===== src/rtl/clock_divider_bank.sv =====
// Multi-channel runtime-programmable clock divider with glitch-free ratio updates.
// Optional CFG_SYNC_EN adds a sync input that phase-aligns every channel.
module clock_divider_bank #(
  parameter int NUM_CH = 3,
  parameter int CNT_W  = 8,
  parameter int CH_W   = 3
) (
  input  logic              clk,
  input  logic              reset,
  input  logic              cfg_valid,
  output logic              cfg_ready,
  input  logic [CH_W-1:0]   cfg_ch,
  input  logic [CNT_W-1:0]  cfg_div,
  output logic              cfg_err,
  output logic [NUM_CH-1:0] div_out,
  output logic [NUM_CH-1:0] tick
`ifdef CFG_SYNC_EN
  ,
  input  logic              sync
`endif
);

  // Handshake: a request transfers on a rising edge where cfg_valid && cfg_ready.
  // cfg_ready drops only while the addressed channel already holds a pending
  // ratio; a transferred request with an illegal channel or divisor is dropped
  // and flagged by a one-cycle cfg_err pulse.

  logic [CNT_W-1:0]  r_div  [NUM_CH];
  logic [CNT_W-1:0]  r_cnt  [NUM_CH];
  logic [CNT_W-1:0]  r_pdiv [NUM_CH];
  logic [NUM_CH-1:0] r_pend;
  logic [NUM_CH-1:0] r_div_out;
  logic [NUM_CH-1:0] r_tick;
  logic              r_err;

  logic              w_sync;
  logic              w_sel_pend;
  logic              w_ch_ok;
  logic              w_legal;
  logic              w_fire;
  logic              w_accept;
  logic [CNT_W-1:0]  w_div_n [NUM_CH];
  logic [CNT_W-1:0]  w_cnt_n [NUM_CH];
  logic [CNT_W-1:0]  w_hi    [NUM_CH];
  logic [NUM_CH-1:0] w_wrap;
  logic [NUM_CH-1:0] w_apply;
  logic [NUM_CH-1:0] w_out_n;
  logic [NUM_CH-1:0] w_tick_n;
  logic [NUM_CH-1:0] w_load;

  // Default ratio 2<<k, clamped to the widest divisor the counter can hold.
  function automatic logic [CNT_W-1:0] reset_div(input int k);
    longint v;
    longint v_max;
    v_max = (longint'(1) << CNT_W) - 1;
    v     = longint'(2) << k;
    if (v > v_max) v = v_max;
    return v[CNT_W-1:0];
  endfunction

`ifdef CFG_SYNC_EN
  assign w_sync = sync;
`else
  assign w_sync = 1'b0;
`endif

  always_comb begin
    w_sel_pend = 1'b0;
    for (int k = 0; k < NUM_CH; k++) begin
      if (32'(cfg_ch) == k) w_sel_pend = r_pend[k];
    end
  end

  assign w_ch_ok   = (32'(cfg_ch) < NUM_CH);
  assign w_legal   = w_ch_ok && (cfg_div >= CNT_W'(2));
  assign cfg_ready = !w_sel_pend;
  assign w_fire    = cfg_valid && cfg_ready;
  assign w_accept  = w_fire && w_legal;

  always_comb begin
    w_div_n  = '{default: '0};
    w_cnt_n  = '{default: '0};
    w_hi     = '{default: '0};
    w_wrap   = '0;
    w_apply  = '0;
    w_out_n  = '0;
    w_tick_n = '0;
    w_load   = '0;
    for (int k = 0; k < NUM_CH; k++) begin
      w_wrap[k]   = (r_cnt[k] == r_div[k] - CNT_W'(1));
      // A pending ratio only lands on a period boundary (or a sync), never mid-period.
      w_apply[k]  = r_pend[k] && (w_wrap[k] || w_sync);
      w_div_n[k]  = w_apply[k] ? r_pdiv[k] : r_div[k];
      w_cnt_n[k]  = (w_wrap[k] || w_sync) ? '0 : r_cnt[k] + CNT_W'(1);
      w_hi[k]     = w_div_n[k] - (w_div_n[k] >> 1);
      w_out_n[k]  = (w_cnt_n[k] < w_hi[k]);
      w_tick_n[k] = (w_cnt_n[k] == '0);
      w_load[k]   = w_accept && (32'(cfg_ch) == k);
    end
  end

  always_ff @(posedge clk or posedge reset) begin
    if (reset) begin
      for (int k = 0; k < NUM_CH; k++) begin
        r_div[k]  <= reset_div(k);
        r_cnt[k]  <= reset_div(k) - CNT_W'(1);
        r_pdiv[k] <= '0;
      end
      r_pend    <= '0;
      r_div_out <= '0;
      r_tick    <= '0;
      r_err     <= 1'b0;
    end else begin
      for (int k = 0; k < NUM_CH; k++) begin
        r_div[k] <= w_div_n[k];
        r_cnt[k] <= w_cnt_n[k];
        // Load and apply are exclusive: a channel only accepts while not pending.
        if (w_load[k]) begin
          r_pend[k] <= 1'b1;
          r_pdiv[k] <= cfg_div;
        end else if (w_apply[k]) begin
          r_pend[k] <= 1'b0;
        end
      end
      r_div_out <= w_out_n;
      r_tick    <= w_tick_n;
      r_err     <= w_fire && !w_legal;
    end
  end

  assign div_out = r_div_out;
  assign tick    = r_tick;
  assign cfg_err = r_err;

endmodule


===== config.mk =====
export PLATFORM = sky130hd
export DESIGN_NAME = clock_divider_bank
export DESIGN_NICKNAME = d
export VERILOG_FILES = /design/src/rtl/clock_divider_bank.sv
export SDC_FILE = /design/constraint.sdc
export NUM_CORES = 1
export LEC_CHECK = 0
export ABC_AREA = 1
export CAP_MARGIN = 20
export CORE_ASPECT_RATIO = 0.5
export CORE_MARGIN = 2
export CORE_UTILIZATION = 39
export DETAILED_ROUTE_END_ITERATION = 10
export PLACE_DENSITY_LB_ADDON = 0.15
export RECOVER_POWER = 50
export SYNTH_ARGS = -nofsm -noshare
export SYNTH_HDL_FRONTEND = slang
export SYNTH_SLANG_ARGS = --single-unit

===== constraint.sdc =====
create_clock -name clk -period 8.45 [get_ports clk]
set_clock_uncertainty 0.2 [all_clocks]
set_input_delay 1.69 -clock clk [delete_from_list [all_inputs] [get_ports clk]]
set_output_delay 1.69 -clock clk [all_outputs]
set_load 0.05 [all_outputs]

==> results of run 1 <==
## worst max-delay path by stage
stage	endpoint	cells after the start	start	slack (ps)
after floorplan	cfg_ready	5	cfg_ch[1]	3880
after global placement	cfg_ready	7	cfg_ch[1]	3080
after detailed placement	cfg_ready	7	cfg_ch[1]	3040
after CTS	cfg_ready	7	cfg_ch[1]	3050
after global routing	r_div[18]$_DFF_PP0_	3	reset	1800
final	r_div[18]$_DFF_PP0_	3	reset	2790
## Yosys cell counts (2+ instances only)
library cell,number,area share [%]
a21oi_1,25,2.1
a221oi_1,2,0.30
and2_1,2,0.21
buf_2,4,0.34
buf_4,2,0.26
clkbuf_1,3,0.19
dfrtp_1,73,31
dfstp_2,9,4.0
ha_1,44,9.4
inv_1,143,9.2
inv_2,7,0.45
nand2_1,227,15
nand2_2,7,0.75
nand3_1,55,4.7
nand3_2,4,0.68
nand3b_1,3,0.38
nand4_1,16,1.7
nor2_1,63,4.0
nor2_2,11,1.2
nor3_1,6,0.51
nor4_1,4,0.43
o21ai_0,55,4.7
o21ai_1,4,0.34
o21bai_1,2,0.26
xnor2_1,17,2.5
xor2_1,20,3.0
## layout make-up
class / instances / area share (%)
tap: 198 / 3.80
sequential: 82 / 31.7
inverter: 151 / 8.72
clock buffer: 9 / 3.46
clock inverter: 7 / 1.08
multi-input combinational: 579 / 48.0
timing repair buffer: 22 / 3.28
## worst max-delay path, cell delays in order
cell	delay, ps
dlygate4sd3_1	540
clkinvlp_2	680
clkbuf_1	2250
## per-stage QoR
stage / power, µW / hold slack (ps) / util, %
2_1_floorplan: 473 / 248 / -
3_3_place_gp: 496 / 272 / 43.0
5_1_grt: 925 / 311 / 44.8
6_report: 889 / 286 / 44.8
3_5_place_dp: 497 / 273 / 43.0
4_1_cts: 904 / 289 / 45.1
## logic make-up after synthesis
group | synth area share, %
AND/OR/NAND/NOR | 30.1
buffers and inverters | 10.7
AO/OA/AOI/OAI | 8.40
flip-flops | 35.3
adder cells (fa/ha/maj) | 9.75
XOR/XNOR | 5.82
## power breakdown
group | leakage [µW] | switching, µW | internal (µW)
Sequential | 0.00103 | 14.4 | 420
Combinational | 0.00235 | 34.0 | 20.1
Clock | 0.000133 | 172 | 228
## per-layer routing
layer	wire, µm	vias to the layer above
met5	0	-
met3	286	18
met1	6750	2203
li1	-	2639
met2	5700	45
met4	177	0
## flip-flops by register name (all words and copies together), names as in the netlist
signal,count
r_pdiv,24
r_div,24
r_pend,3
cfg_err,1
tick,3
div_out,3
r_cnt,24
==> reports/qor.txt, run 1 <==
CP Capture Type - asynchronous set/reset pin
Yosys warns - 0
Max-slew violation count - 58
Setup bufs post-CTS - 0
# H-tree levels - 3
Status - finished, violations left
Antenna Cells - 0
Syn Area/Cell - 7.12 µm²
Peak VDD IR - 0.0000809 V
Worst r2r dst - div_out[2]$_DFF_PP0_
Number of global-route vias before repair - 4717
CTS Sinks - 82
Dpl cells - 1032
Relative slew slack - -107%
CTS clk-pin slew, worst paths - 60 ps
CP Max Fanout - 57
Fmax - 177 MHz
Pin count of the biggest net entering global routing - 58
Clk root buf - clkbuf_16
Cell count of the worst hold path - 2
Post-synth cell types - 40
Async set-reset flop share out of synthesis - 100%
WS Path Type - primary input to asynchronous set/reset pin
#FFs+latches synth - 82
Hold Crit Start - r_pdiv[13]$_DFFE_PP0P_
Primary FF master, synth - dfrtp_1
Sum of negative setup slack - 0 ps
Non-Filler Cell Area, Final - 6520 µm²
CTS Buffer Depth - 2
Residual DRC count - 0
Total detailed-routing wirelength - 12900 µm
Cell Area, Synth - 5850 µm²
Initial antenna violation count - 0
Worst Path Arrival - 5220 ps
Reg area - 2060 µm²
# rows - 31
Number of synthesized flops with an enable pin - 0
Drt first pass iters - 5
Hold EP - r_pdiv[13]$_DFFE_PP0P_
Required @ worst endpoint - 8010 ps
Pleak - 0.00351 µW
R2r startpoint - r_div[0]$_DFF_PP0_
Share of cells above drive strength 1 - 5.88%
IO Pins - 22
Routed Antenna Nets - 0
Routability cong. - 0.888
Mapped Cells - 822
Synthesized net count - 881
Die H - 90.6 µm
Minimum clock period after layout - 5660 ps
Area delta synth->final - 11.3%
Post-route clock period utilization - 67.0%
HP Class - flip-flop to flip-flop
R2R cell count - 24
Pre-CTS setup slack - 3040 ps
Mean number of vias per cell - 4.68
Wire length of the first global-routing pass - 22400 µm
Total grt overflow - 0
Met3 usage - 3.24%
Commonest non-fill, non-tap cell in the layout - nand2_1
Area after DPL - 6260 µm²
Final hold violations - 0
RSZ-0062 raised after global routing - false
CTS tree - done
Power density over the cells - 136 nW/µm²
Port buffer count - 21
GRT Max-Usage Layer - met2
Total track usage - 17.4%
Total Die Area - 16100 µm²
Final setup margin - 2790 ps
Met1 Use GR - 23.9%
Failing checks - max-capacitance violations, max-slew violations
Starting Density - 40.2%
Max-Cap Viols - 1
Detailed router's first-iteration violation count - 235
Core area - 14500 µm²
Die Wd - 177 µm
Wire per inst - 12.3 µm
Final setup viols - 0
Final net count - 904
Final Non-Filler Cells - 1048
Fill cell count - 1504
R2R Setup Slk - 3610 ps
Startpoint Class - primary input
Worst-Skew Late Latency - 350 ps
Post-cts hold buffer count - 0
Post-CTS sizing - 0
Post-synthesis sequential area ratio - 35.3%
Area occupied by multi-input gates - 3130 µm²
Met2 Usage GRT - 27.9%
Vias - 4905
Final HPWL DP - 10200 µm
Most frequent cells in the layout - nand2_1, inv_1, dfrtp_1
Worst-Margin Slew - 3110 ps
Inserted Clock Buffers - 9
Power figures use the tool's default switching activity.
==> run 2: changes to the inputs <==
Clock period 8.45 ns to 5.3 ns, I/O delays scaled along.
==> reports/qor.txt, run 2 (same netlist as run 1, synthesis figures left out) <==
Fill cell count - 1508
Max-Cap Viols - 1
Area after DPL - 6260 µm²
CTS tree - done
Clk root buf - clkbuf_16
Die H - 90.6 µm
CTS clk-pin slew, worst paths - 70 ps
Final setup viols - 0
Worst path slowest cell - o21ai_0
Minimum clock period after layout - 4660 ps
Port buffer count - 21
Total power - 1420 µW
Worst path max stage delay - 400 ps
Core area - 14500 µm²
# rows - 31
RSZ-0062 raised after global routing - false
Peak VDD IR - 0.000122 V
Wire per inst - 12.6 µm
CTS Buffer Depth - 2
Startpoint Class - flip-flop
Starting Density - 40.2%
Inserted Clock Buffers - 9
WP buf/inv - 4
Crit path max-delay family - compound AO/OA/AOI/OAI gates
Residual DRC count - 0
Status - finished, violations left
Non-Filler Cell Area, Final - 6540 µm²
Total detailed-routing wirelength - 13200 µm
Final net count - 905
HP Class - flip-flop to flip-flop
Power density over the cells - 217 nW/µm²
CP Capture Type - flip-flop
CTS Sinks - 82
# H-tree levels - 3
Die Wd - 177 µm
Required @ worst endpoint - 5370 ps
WS Path Type - flip-flop to flip-flop
Max-slew violation count - 33
Post-cts hold buffer count - 0
Largest registers - r_cnt (24), r_div (24), r_pdiv (24)
Most frequent cells in the layout - nand2_1, inv_1, dfrtp_1
IO Pins - 22
Routability cong. - 0.924
Pre-CTS setup slack - 666 ps
Worst-Skew Late Latency - 340 ps
Drt first pass iters - 4
Sum of negative setup slack - 0 ps
Share of cells above drive strength 1 - 6.46%
Wire length of the first global-routing pass - 22800 µm
Pin count of the biggest net entering global routing - 59
Total Die Area - 16100 µm²
Fmax - 214 MHz
Relative slew slack - -22.9%
Worst-Margin Slew - 1840 ps
Final HPWL DP - 10500 µm
Post-route clock period utilization - 88.0%
Number of global-route vias before repair - 4734
Worst Path Arrival - 4730 ps
Antenna Cells - 0
Pleak - 0.00353 µW
Area delta synth->final - 11.7%
Detailed router's first-iteration violation count - 289
Failing checks - max-capacitance violations, max-slew violations
Commonest non-fill, non-tap cell in the layout - nand2_1
Setup bufs post-CTS - 0
CP Max Fanout - 9
Final setup margin - 637 ps
Initial antenna violation count - 0
Total track usage - 17.8%
Cell mode on critical path - nand2_1
Final hold violations - 0
Total grt overflow - 0
Vias - 5008
Routed Antenna Nets - 0
Post-CTS sizing - 0
Mean number of vias per cell - 4.77
-- run 2: layer usage --
metal	wire, µm	GRT usage, %
met5	0	0
met2	5990	29.2
met1	6720	24.0
met3	416	4.12
met4	105	3.86
-- run 2: path summary, 6_finish.rpt --
check | startpoint | end | slack, ps | depth (start not counted)
hold / removal | r_pdiv[11]$_DFFE_PP0P_ | r_pdiv[11]$_DFFE_PP0P_ | 290 | 2
max in group asynchronous | reset | r_div[22]$_DFF_PP0_ | 1070 | 4
hold reg to reg | r_pdiv[11]$_DFFE_PP0P_ | r_pdiv[11]$_DFFE_PP0P_ | 290 | 2
setup reg to reg | r_div[8]$_DFF_PP0_ | div_out[1]$_DFF_PP0_ | 640 | 26
setup / recovery | r_div[8]$_DFF_PP0_ | div_out[1]$_DFF_PP0_ | 640 | 26
min in group asynchronous | reset | r_div[0]$_DFF_PP0_ | 1210 | 2
-- run 2: cell type report --
type / count / area (µm²) / area share, %
clock buffer: 10 / 229 / 3.50
multi-input combinational: 579 / 3150 / 48.1
inverter: 151 / 568 / 8.69
sequential: 82 / 2060 / 31.6
timing repair buffer: 23 / 219 / 3.35
clock inverter: 6 / 65.1 / 0.995
tap: 198 / 248 / 3.79
-- run 2: metrics by stage --
step | utilization [%] | hold slack (ps) | cells
2_1_floorplan | - | 248 | 822
3_3_place_gp | 43.0 | 271 | 1032
3_5_place_dp | 43.0 | 281 | 1032
4_1_cts | 45.1 | 297 | 1048
5_1_grt | 45.0 | 333 | 1049
6_report | 45.0 | 288 | 1049
-- run 2: power by group --
group	switching (µW)	internal (µW)	total, µW
registers	24.1	669	694
clock network	269	366	635
logic	55.7	32.3	88.0
total	349	1070	1420
-- run 2: worst min-delay path, delay by kind of cell, from the launching register on --
| kind | cells | cell delay [ps] |
|---|---|---|
| and+or+nand+nor | 1 | 50 |
| AOI/OAI and AO/OA | 1 | 60 |
| DFF | 1 | 340 |
